===== src/rtl/ldst_unit.sv =====
// ldst_unit: load/store unit in front of the data memory.
// Stores go through an in-order store buffer that drains to the memory
// write port; loads read the memory combinationally with store-to-load
// forwarding and return through a registered, back-pressurable channel.
//
// Ports:
//   clk, rst                      clock, async active-high reset
//   req_valid/req_ready           request handshake from execute
//   req_we, req_addr, req_wdata   1 = store; word address; store data
//   req_rd                        load destination tag
//   rsp_valid/rsp_ready           response handshake to writeback
//   rsp_data, rsp_rd              load data and its tag
//   drain_en                      store buffer may write memory
//   sb_empty                      store buffer empty
//   tbw_data, dest_addr           memory write data / address
//   wrtEnable                     memory write strobe
//   source_add, outdata           memory read address / read data
module ldst_unit #(
    parameter int SB_DEPTH = 2
) (
    input  logic        clk,
    input  logic        rst,
    input  logic        req_valid,
    output logic        req_ready,
    input  logic        req_we,
    input  logic [3:0]  req_addr,
    input  logic [31:0] req_wdata,
    input  logic [3:0]  req_rd,
    output logic        rsp_valid,
    input  logic        rsp_ready,
    output logic [31:0] rsp_data,
    output logic [3:0]  rsp_rd,
    input  logic        drain_en,
    output logic        sb_empty,
    output logic [31:0] tbw_data,
    output logic [3:0]  dest_addr,
    output logic        wrtEnable,
    output logic [3:0]  source_add,
    input  logic [31:0] outdata
);

    localparam int AW = $clog2(SB_DEPTH);
    localparam int PW = AW + 1;

    logic [3:0]    sb_addr [SB_DEPTH];
    logic [31:0]   sb_data [SB_DEPTH];

    // Pointers carry one extra wrap bit to tell full from empty.
    logic [PW-1:0] head;
    logic [PW-1:0] tail;
    logic [PW-1:0] count;
    logic [AW-1:0] head_idx;
    logic [AW-1:0] tail_idx;
    logic [AW-1:0] slot;

    logic          full;
    logic          empty;
    logic          drain;
    logic          st_acc;
    logic          ld_acc;
    logic          ld_req;
    logic          fwd_hit;
    logic [31:0]   fwd_data;
    logic [31:0]   ld_data;

    assign head_idx = head[AW-1:0];
    assign tail_idx = tail[AW-1:0];
    assign count    = tail - head;
    assign empty    = (head == tail);
    assign full     = (head[AW] != tail[AW]) && (head_idx == tail_idx);

    assign drain    = drain_en & ~empty;
    assign ld_req   = req_valid & ~req_we;

    // A store may enter a full buffer when the head leaves this cycle.
    assign st_acc   = req_valid & req_we & (~full | drain);
    assign ld_acc   = ld_req & (~rsp_valid | rsp_ready);

    assign req_ready = req_we ? (~full | drain) : (~rsp_valid | rsp_ready);

    assign sb_empty   = empty;
    assign wrtEnable  = drain;
    assign dest_addr  = empty ? 4'd0 : sb_addr[head_idx];
    assign tbw_data   = empty ? 32'd0 : sb_data[head_idx];
    assign source_add = ld_req ? req_addr : 4'd0;

    // Walk oldest to youngest so the youngest matching entry wins.
    // The entry draining this cycle is still included.
    always_comb begin
        fwd_hit  = 1'b0;
        fwd_data = 32'd0;
        slot     = '0;
        for (int i = 0; i < SB_DEPTH; i++) begin
            slot = head_idx + AW'(i);
            if ((PW'(i) < count) && (sb_addr[slot] == req_addr)) begin
                fwd_hit  = 1'b1;
                fwd_data = sb_data[slot];
            end
        end
    end

    assign ld_data = fwd_hit ? fwd_data : outdata;

    always_ff @(posedge clk or posedge rst) begin
        if (rst) begin
            head <= '0;
            tail <= '0;
        end else begin
            if (drain) begin
                head <= head + PW'(1);
            end
            if (st_acc) begin
                tail <= tail + PW'(1);
            end
        end
    end

    // Entry storage needs no reset; pointers define what is valid.
    always_ff @(posedge clk) begin
        if (st_acc) begin
            sb_addr[tail_idx] <= req_addr;
            sb_data[tail_idx] <= req_wdata;
        end
    end

    always_ff @(posedge clk or posedge rst) begin
        if (rst) begin
            rsp_valid <= 1'b0;
            rsp_data  <= 32'd0;
            rsp_rd    <= 4'd0;
        end else if (ld_acc) begin
            rsp_valid <= 1'b1;
            rsp_data  <= ld_data;
            rsp_rd    <= req_rd;
        end else if (rsp_ready) begin
            rsp_valid <= 1'b0;
        end
    end

endmodule


===== config.mk =====
export PLATFORM = sky130hd
export DESIGN_NAME = ldst_unit
export DESIGN_NICKNAME = d
export VERILOG_FILES = /design/src/rtl/ldst_unit.sv
export SDC_FILE = /design/constraint.sdc
export NUM_CORES = 1
export LEC_CHECK = 0
export ABC_AREA = 1
export BUFFER_PORTS_ARGS = -buffer_cell sky130_fd_sc_hd__buf_2
export CORE_ASPECT_RATIO = 1.25
export CORE_MARGIN = 4
export CORE_UTILIZATION = 58
export CTS_CLUSTER_DIAMETER = 30
export DETAILED_ROUTE_END_ITERATION = 8
export PLACE_DENSITY_LB_ADDON = 0.08
export SLEW_MARGIN = 20
export SYNTH_ARGS = -nofsm -noshare
export SYNTH_HDL_FRONTEND = slang
export SYNTH_SLANG_ARGS = --single-unit

===== constraint.sdc =====
create_clock -name clk -period 6.7 [get_ports clk]
set_clock_uncertainty 0.05 [all_clocks]
set_input_delay 0.335 -clock clk [delete_from_list [all_inputs] [get_ports clk]]
set_output_delay 0.335 -clock clk [all_outputs]
set_load 0.05 [all_outputs]

==> results.ini, run 1 <==
[outcome]
status=finished clean

[cts]
cts_resized=0
tritoncts=built
clk_pin_slew_ps=60
cts_made_buffers=17
cts_setup_buffers=0
root_buffer=clkbuf_16
h-tree-depth=4
cts_buffer_depth=2
clk_latency_ps=410
clock_sinks=113
ctsHoldBuffers=0

[worst_setup_path]
cpMostUsedCell=nand2_1
critPathArrivalTime_ps=3050
cp_cell_sequence=ha_1 -> nand3_2 -> nand2_1 -> nand4_1 -> nand2_1 -> o21ai_0 -> buf_2
path_class=flip-flop to output port
worstPathMaxFanout=38
cpPeakStageDelay_ps=710
start_kind=flip-flop
cp_slowest_cell=nand3_2
cp.required_ps=6310
rr_worst_depth=12
end_kind=output port

[pwr]
p_clk_frac=0.213
powerDensity_nw_per_um2=536
p_sw_mw=2.11
max-vdd-ir-drop_uv=365
internal_power_mw=1.96
swShare=0.519
combPwrFrac=0.540
leakagePower_nw=3.80
power_frac_seq=0.246

[detailed_routing]
drt_iter0_drc=318
routedWlPerCell_um=15.7
vias=5564
firstDrtPassIters=5
wl_um=16000
antenna_left=0
drc=0
avgViaCountPerCell=5.43

[logic_synthesis]
synth_commonest_cells=nand2_1 (254), nand3b_1 (90), inv_1 (88)
synth_most_common_cell=nand2_1
yosysSeqAreaShare=0.511
ys_ff_latch=113
netlist_instances=744
synth_area_leader_cell=edfxtp_1
async_flop_share=0.363
yosys.cell_types.count=23
mappedNetlistNets=823
synthFlopType=edfxtp_1
synth_warnings=0
synth_top_area_frac=0.347
avgSynthCellArea_sq_um=8.39
synth_edf_count=72
synth_area_sq_um=6240
synth_area_leaders=edfxtp_1 (35%), dfrtp_1 (16%), nand2_1 (15%)

[global_routing]
antenna_found_initial=0
grt_pass1_wl_um=25200
grt_overflow_total=0
grt_pass1_vias=5408
grt_max_degree=137
grt_util_all_layers=0.259

[die]
die_x_um=101
ios=158
row_count=42
dieArea_sq_um=12500
core_sq_um=10600
fp.dieH_um=124
start_util=0.591

[sta]
rsz0062_at_grt=false
drv_slew=0
setup_tns_ps=0
finalHoldViolCount=0
finalSetupViolations=0
max-slew-margin-rel=0.322
finalCriticalPeriod_ps=3440
tightest_slew_ps=1010
fmax_mhz=291
post-route-period-util=0.513

[hold_path]
hold_class=input port to flip-flop
hold_depth=1

[finish]
num_antenna_cells=0
drive_gt1_frac=0.237
nFillCells=806
finalNetCount=958
fin_util=0.720
area_growth_pct=21.9

[placement]
port_buffers=157
dp_hpwl_um=10100
gp_congestion=0.861

[flow_run]
maxCapViolations=0

==> power groups by stage <==
stage | clock network, mW | logic, mW | registers, mW
floorplan | 0 | 1.52 | 1.22
global placement | 0 | 2.06 | 1.06
detailed placement | 0 | 2.09 | 1.08
CTS | 0.878 | 2.11 | 1.06
global route | 0.913 | 2.37 | 1.02
finish | 0.870 | 2.20 | 1.00
==> metal layers <==
metal | GRT usage | part of all wire
met2 | 0.458 | 0.51
met5 | 0 | 0
met3 | 0.0532 | 0.074
met1 | 0.305 | 0.39
met4 | 0.104 | 0.024
==> through the flow <==
stage	instance area [sq um]	hold slack (ps)	instances	worst slack, ps	power [mW]
2_1_floorplan	6240	381	744	3540	2.74
3_3_place_gp	6940	398	989	2700	3.12
3_5_place_dp	6940	407	989	2560	3.17
4_1_cts	7520	55.3	1021	2550	4.05
5_1_grt	7600	56.4	1024	2950	4.30
6_report	7600	68.3	1024	3260	4.08
==> worst max-delay path: cells and delay by family (launching register included) <==
kind	cells	cell delay, ps
simple gates	4	1320
flops	1	630
fa+ha+maj	1	410
buf+inv	1	210
compound gates	1	70
==> registers in the layout (all words and copies together) (netlist names) <==
register and cells:
rsp_data 32, sb_data 64, rsp_valid 1, sb_addr 8, tail 2, head 2
rsp_rd 4
==> layout by cell type, fill, tap and decap left out, drive strengths merged <==
cell,count
nand3,56
nand4,1
nand3b,90
edfxtp,72
nand2,259
buf,161
clkinvlp,4
or2,2
xor2,3
ha,1
o21ai,66
clkinv,6
clkbuf,19
nor2,17
inv,92
bufinv,2
dfrtp,41
==> layout make-up <==
cell class                 instances  area [sq um]  share of cell area
multi-input combinational        495          2450               0.322
clock buffer                      19           443              0.0583
inverter                          91           344              0.0453
sequential                       113          3190               0.420
tap                              132           165              0.0217
timing repair buffer             161           876               0.115
clock inverter                    13           136              0.0179
==> final timing paths <==
check	from	end	slack, ps
worst min register to register	rsp_rd[3]$_DFFE_PP0P_	rsp_rd[3]$_DFFE_PP0P_	420
min in group asynchronous	rst	rsp_rd[1]$_DFFE_PP0P_	90
worst max-delay path	head[0]$_DFFE_PP0P_	req_ready	3260
max in group asynchronous	rst	head[0]$_DFFE_PP0P_	5830
worst min-delay path	req_wdata[11]	sb_data[0][11]$_DFFE_PP_	70
worst max register to register	head[0]$_DFFE_PP0P_	rsp_data[10]$_DFFE_PP0P_	3270
==> cell families after synthesis <==
kind of cell             synth area share
AND/OR/NAND/NOR                     0.329
buffers and inverters               0.101
flip-flops                          0.511
AO/OA/AOI/OAI                      0.0529
XOR/XNOR                          0.00421
adder cells (fa/ha/maj)           0.00201
(Power assumes the default switching activity.)
==> run 2: changes to the inputs <==
--- a/config.mk
+++ b/config.mk
@@ -5,11 +5,11 @@
 export SDC_FILE = /design/constraint.sdc
 export NUM_CORES = 1
 export LEC_CHECK = 0
-export ABC_AREA = 1
+export ABC_AREA = 0
 export BUFFER_PORTS_ARGS = -buffer_cell sky130_fd_sc_hd__buf_2
 export CORE_ASPECT_RATIO = 1.25
 export CORE_MARGIN = 4
-export CORE_UTILIZATION = 58
+export CORE_UTILIZATION = 48
 export CTS_CLUSTER_DIAMETER = 30
 export DETAILED_ROUTE_END_ITERATION = 8
 export PLACE_DENSITY_LB_ADDON = 0.08
==> constraint.sdc (replaced) <==
create_clock -name clk -period 3.1 [get_ports clk]
set_clock_uncertainty 0.05 [all_clocks]
set_input_delay 0.155 -clock clk [delete_from_list [all_inputs] [get_ports clk]]
set_output_delay 0.155 -clock clk [all_outputs]
set_load 0.05 [all_outputs]
==> results.ini, run 2 <==
[logic_synthesis]
mappedNetlistNets=596
synth_edf_count=72
synthFlopType=edfxtp_1
synth_top_area_frac=0.368
synth_most_common_cell=nand2_1
synth_area_leader_cell=edfxtp_1
yosys.cell_types.count=31
async_flop_share=0.363
synth_commonest_cells=nand2_1 (76), edfxtp_1 (72), mux2i_1 (69)
synth_warnings=0
ys_ff_latch=113
yosysSeqAreaShare=0.542
netlist_instances=517
avgSynthCellArea_sq_um=11.4
synth_area_sq_um=5880
synth_area_leaders=edfxtp_1 (37%), dfrtp_1 (17%), mux2i_1 (12%)

[hold_path]
hp-start=outdata[12]
hold_depth=3
hold_class=input port to flip-flop
holdPathEnd=rsp_data[12]$_DFFE_PP0P_

[worst_setup_path]
end_kind=flip-flop
start_kind=flip-flop
critPathArrivalTime_ps=2910
rrSetupSlack_ps=410
path_class=flip-flop to flip-flop
worstPathMaxFanout=16
regToRegStartpoint=head[0]$_DFFE_PP0P_
worst_r2r_endpoint=rsp_data[31]$_DFFE_PP0P_
rr_worst_depth=6
cp.required_ps=3320

[cts]
cts_made_buffers=17
ctsHoldBuffers=41
cts_buffer_depth=2
clk_pin_slew_ps=50
cts_setup_buffers=0
clk_latency_ps=400
tritoncts=built
clock_sinks=113
root_buffer=clkbuf_16
cts_resized=0
h-tree-depth=4

[global_routing]
grt_max_degree=97
grt_overflow_total=0
antenna_found_initial=0
grt_pass1_wl_um=26000
grt_util_all_layers=0.233
grt_pass1_vias=5089

[die]
die_x_um=107
core_sq_um=11800
dieArea_sq_um=14100
ios=158
row_count=44
start_util=0.499
fp.dieH_um=132

[finish]
largest_register_ffs=64
fin_util=0.667
largest-register=sb_data
area_growth_pct=33.7
final_common_cell=buf_2
reg_top3=sb_data (64), rsp_data (32), sb_addr (8)
finalNetCount=775
num_antenna_cells=0
drive_gt1_frac=0.310
layout_common_cells=buf_2 (157), nand2_1 (74), edfxtp_1 (72)

[detailed_routing]
firstDrtPassIters=4
drc=0
avgViaCountPerCell=5.66
wl_um=16200
drt_iter0_drc=188
routedWlPerCell_um=18.6
antenna_left=0
vias=4923

[sta]
post-route-period-util=0.869
tightest_slew_ps=1010
holdWs_ps=63.5
rsz0062_at_grt=false
finalCriticalPeriod_ps=2690
finalSetupViolations=0
drv_slew=0
finalHoldViolCount=0
max-slew-margin-rel=0.325
setup_tns_ps=0
fmax_mhz=371

[placement]
port_buffers=157
gp_congestion=0.769
dp_hpwl_um=10200

[outcome]
status=finished clean

[flow_run]
maxCapViolations=0

[pwr]
max-vdd-ir-drop_uv=804
leakagePower_nw=3.52
powerDensity_nw_per_um2=1240

-- run 2: cell count changes after synthesis, moves of 32 or more --
cell      change
a221oi_1     +32
inv_1        -83
mux2i_1      +69
nand2_1     -178
nand3_1      -56
nand3b_1     -90
o21ai_0      -66
-- run 2: how the worst max path moves through the flow --
stage	from	to	slack (ps)
2_1_floorplan	head[0]$_DFFE_PP0P_	sb_addr[1][0]$_DFFE_PP_	620
3_3_place_gp	head[0]$_DFFE_PP0P_	sb_data[1][23]$_DFFE_PP_	510
3_5_place_dp	head[0]$_DFFE_PP0P_	rsp_data[0]$_DFFE_PP0P_	420
4_1_cts	head[0]$_DFFE_PP0P_	rsp_data[27]$_DFFE_PP0P_	420
5_1_grt	head[0]$_DFFE_PP0P_	rsp_data[3]$_DFFE_PP0P_	230
6_report	head[0]$_DFFE_PP0P_	rsp_data[31]$_DFFE_PP0P_	410
-- run 2: layer usage --
layer,global-route usage,up-vias,part of all wire
met3,0.0535,10,0.055
met2,0.400,177,0.52
met1,0.294,2408,0.41
met5,0,-,0
met4,0.0625,0,0.0098
li1,-,2328,-
-- run 2: cell type report --
| type | count | area (sq um) |
|---|---|---|
| Multi-Input combinational cell | 346 | 2470 |
| Inverter | 5 | 20.0 |
| Fill cell | 963 | 3930 |
| Clock inverter | 11 | 160 |
| Clock buffer | 21 | 460 |
| Sequential cell | 113 | 3190 |
| Tap cell | 161 | 201 |
| Timing Repair Buffer | 213 | 1350 |
-- run 2: logic make-up after synthesis --
family / after synthesis / share of synthesized area
muxes: 73 / 0.126
adders and majority gates: 1 / 0.00213
and+or+nand+nor: 159 / 0.123
DFF: 113 / 0.542
AOI/OAI and AO/OA: 99 / 0.141
xor gates and xnor gates: 14 / 0.0232
buffers and inverters: 58 / 0.0417
-- run 2: critical path, stage by stage, from the launching register on --
cell and delay (ps):
dfrtp_4 520, mux2i_1 320, xnor2_1 160, or4_1 800, buf_4 330, a211oi_1 260
o41ai_1 100
-- run 2: report_power, final --
group	internal [mW]	switching, mW
registers	1.94	0.188
logic	1.44	4.17
clock network	1.38	0.655
-- run 2: through the flow --
| step | instances | area [sq um] | power [mW] | worst slack (ps) |
|---|---|---|---|---|
| after global routing | 870 | 7860 | 10.3 | 233 |
| final | 870 | 7860 | 9.77 | 406 |
| after CTS | 870 | 7850 | 9.82 | 418 |
| after floorplan | 517 | 5880 | 6.31 | 620 |
| after global placement | 797 | 6820 | 7.64 | 505 |
| after detailed placement | 797 | 6820 | 7.74 | 417 |
==> run 3: changes to the inputs <==
--- a/config.mk
+++ b/config.mk
@@ -9,11 +9,10 @@
 export BUFFER_PORTS_ARGS = -buffer_cell sky130_fd_sc_hd__buf_2
 export CORE_ASPECT_RATIO = 1.25
 export CORE_MARGIN = 4
-export CORE_UTILIZATION = 48
+export CORE_UTILIZATION = 53
 export CTS_CLUSTER_DIAMETER = 30
 export DETAILED_ROUTE_END_ITERATION = 8
 export PLACE_DENSITY_LB_ADDON = 0.08
-export SLEW_MARGIN = 20
 export SYNTH_ARGS = -nofsm -noshare
 export SYNTH_HDL_FRONTEND = slang
 export SYNTH_SLANG_ARGS = --single-unit
==> constraint.sdc (replaced) <==
create_clock -name clk -period 2.5 [get_ports clk]
set_clock_uncertainty 0.05 [all_clocks]
set_input_delay 0.125 -clock clk [delete_from_list [all_inputs] [get_ports clk]]
set_output_delay 0.125 -clock clk [all_outputs]
set_load 0.05 [all_outputs]
==> results.ini, run 3 (same netlist as run 2, synthesis figures left out) <==
[outcome]
status=finished clean

[detailed_routing]
antenna_left=0
firstDrtPassIters=5
wl_um=16300
vias=5079
avgViaCountPerCell=5.97
drt_iter0_drc=446
routedWlPerCell_um=19.1
drc=0

[finish]
layout_common_cells=buf_2 (130), nand2_1 (74), edfxtp_1 (72)
nFillCells=740
multiInputGateArea_sq_um=2480
regArea_sq_um=3190
area_growth_pct=36.7
largest-register=sb_data
reg_top3=sb_data (64), rsp_data (32), sb_addr (8)
final_common_cell=buf_2
fin_util=0.750
largest_register_ffs=64
num_antenna_cells=0
finalNetCount=787
drive_gt1_frac=0.316

[worst_setup_path]
worstPathMaxFanout=24
cpPeakStageDelay_ps=560
path_class=flip-flop to output port
end_kind=output port
critPathBufInv=3
cp_slowest_cell=dfrtp_4
cpMostUsedCell=buf_4
critPathArrivalTime_ps=2260
start_kind=flip-flop
cpLargestDelayFamily=buffers and inverters
cp_cell_sequence=ha_1 -> buf_4 -> and2_2 -> buf_4 -> nor2_1 -> clkbuf_4
cp.required_ps=2330

[sta]
finalCriticalPeriod_ps=2440
post-route-period-util=0.975
finalHoldViolCount=0
fin_ws_ps=61.5
fmax_mhz=410
finalSetupViolations=0
tightest_slew_ps=722
max-slew-margin-rel=0.518
rsz0062_at_grt=true
drv_slew=0

[global_routing]
antenna_found_initial=0
grt_max_degree=64
grt_util_all_layers=0.254
gr-usage-met1=0.320
busiest_layer=met2
met2_usage=0.429
grt_pass1_wl_um=25500
grt_pass1_vias=5230
grt_overflow_total=0
use_met3=0.0559

[die]
dieArea_sq_um=12800
fp.dieH_um=126
row_count=42
ios=158
start_util=0.548
die_x_um=102
core_sq_um=10700

[placement]
port_buffers=157
pre_cts_slack_ps=37.1
dp_hpwl_um=10200
gp_congestion=0.791

[cts]
cts_buffer_depth=2
clk_latency_ps=410
tritoncts=built
clock_sinks=113
clk_pin_slew_ps=50
root_buffer=clkbuf_16
h-tree-depth=4
cts_made_buffers=17

[hold_path]
hold_class=input port to flip-flop

[pwr]
powerDensity_nw_per_um2=1540
leakagePower_nw=3.60
max-vdd-ir-drop_uv=857

[flow_run]
maxCapViolations=0

## run 3: changes by cell type in the layout (fill, tap and decap cells not counted), moves of 2 or more
cell	delta
buf_12	+6
clkinv_1	+3
bufinv_16	-2
clkinv_2	-4
buf_2	-27
clkbuf_4	+14
buf_4	+11
buf_6	+5
## run 3: per-layer routing
layer	vias to the layer above	wire, um
met5	-	0
met3	23	949
li1	2343	-
met4	0	320
met2	208	8400
met1	2505	6610
## run 3: path summary, 6_finish.rpt
path / start / cells past startpoint / slack [ps] / endpoint
worst max-delay path: head[0]$_DFFE_PP0P_ / 6 / 60 / dest_addr[2]
worst min-delay path: rsp_ready / 3 / 20 / rsp_valid$_DFFE_PP0P_
worst max register to register: head[0]$_DFFE_PP0P_ / 6 / 110 / rsp_data[8]$_DFFE_PP0P_
worst min register to register: rsp_data[2]$_DFFE_PP0P_ / 2 / 410 / rsp_data[2]$_DFFE_PP0P_
max in group asynchronous: rst / 4 / 1360 / rsp_rd[0]$_DFFE_PP0P_
min in group asynchronous: rst / 3 / 330 / rsp_rd[1]$_DFFE_PP0P_
## run 3: final cells by class
cell class,count,area share
Sequential cell,113,0.397
Multi-Input combinational cell,346,0.309
Timing Repair Buffer,225,0.202
Clock buffer,22,0.0578
Tap cell,132,0.0206
Clock inverter,8,0.0111
Inverter,5,0.00234
## run 3: what timing repair did
action	CTS	global route
endpoints found under the setup margin	8	55
hold endpoints to repair	105	0
cloned	0	1
hold buffers	42	0
gates resized for setup	2	47
pin swaps	0	1
setup buffers	0	1
## run 3: metrics by stage
stage / std cells / hold slack, ps / cell area, sq um / setup TNS (ps) / total power [mW]
floorplan: 517 / 174 / 5880 / 0 / 7.83
global placement: 777 / 220 / 6930 / 0 / 9.63
detailed placement: 777 / 230 / 6930 / 0 / 9.74
CTS: 849 / 14.3 / 7910 / 0 / 12.1
global route: 851 / 45.8 / 8040 / -67.7 / 12.9
finish: 851 / 16.1 / 8040 / 0 / 12.4
## run 3: tightest hold or removal path, delay by kind of cell
family | cells | cell delay [ps]
AND/OR/NAND/NOR | 2 | 250
buffers and inverters | 1 | 70
## run 3: power breakdown
group | leakage [nW] | total [mW] | internal, mW | switching (mW)
sequential | 1.16 | 2.64 | 2.40 | 0.237
clock | 0.268 | 2.28 | 1.49 | 0.789
combinational | 2.17 | 7.45 | 2.20 | 5.25
total | 3.60 | 12.4 | 6.09 | 6.28
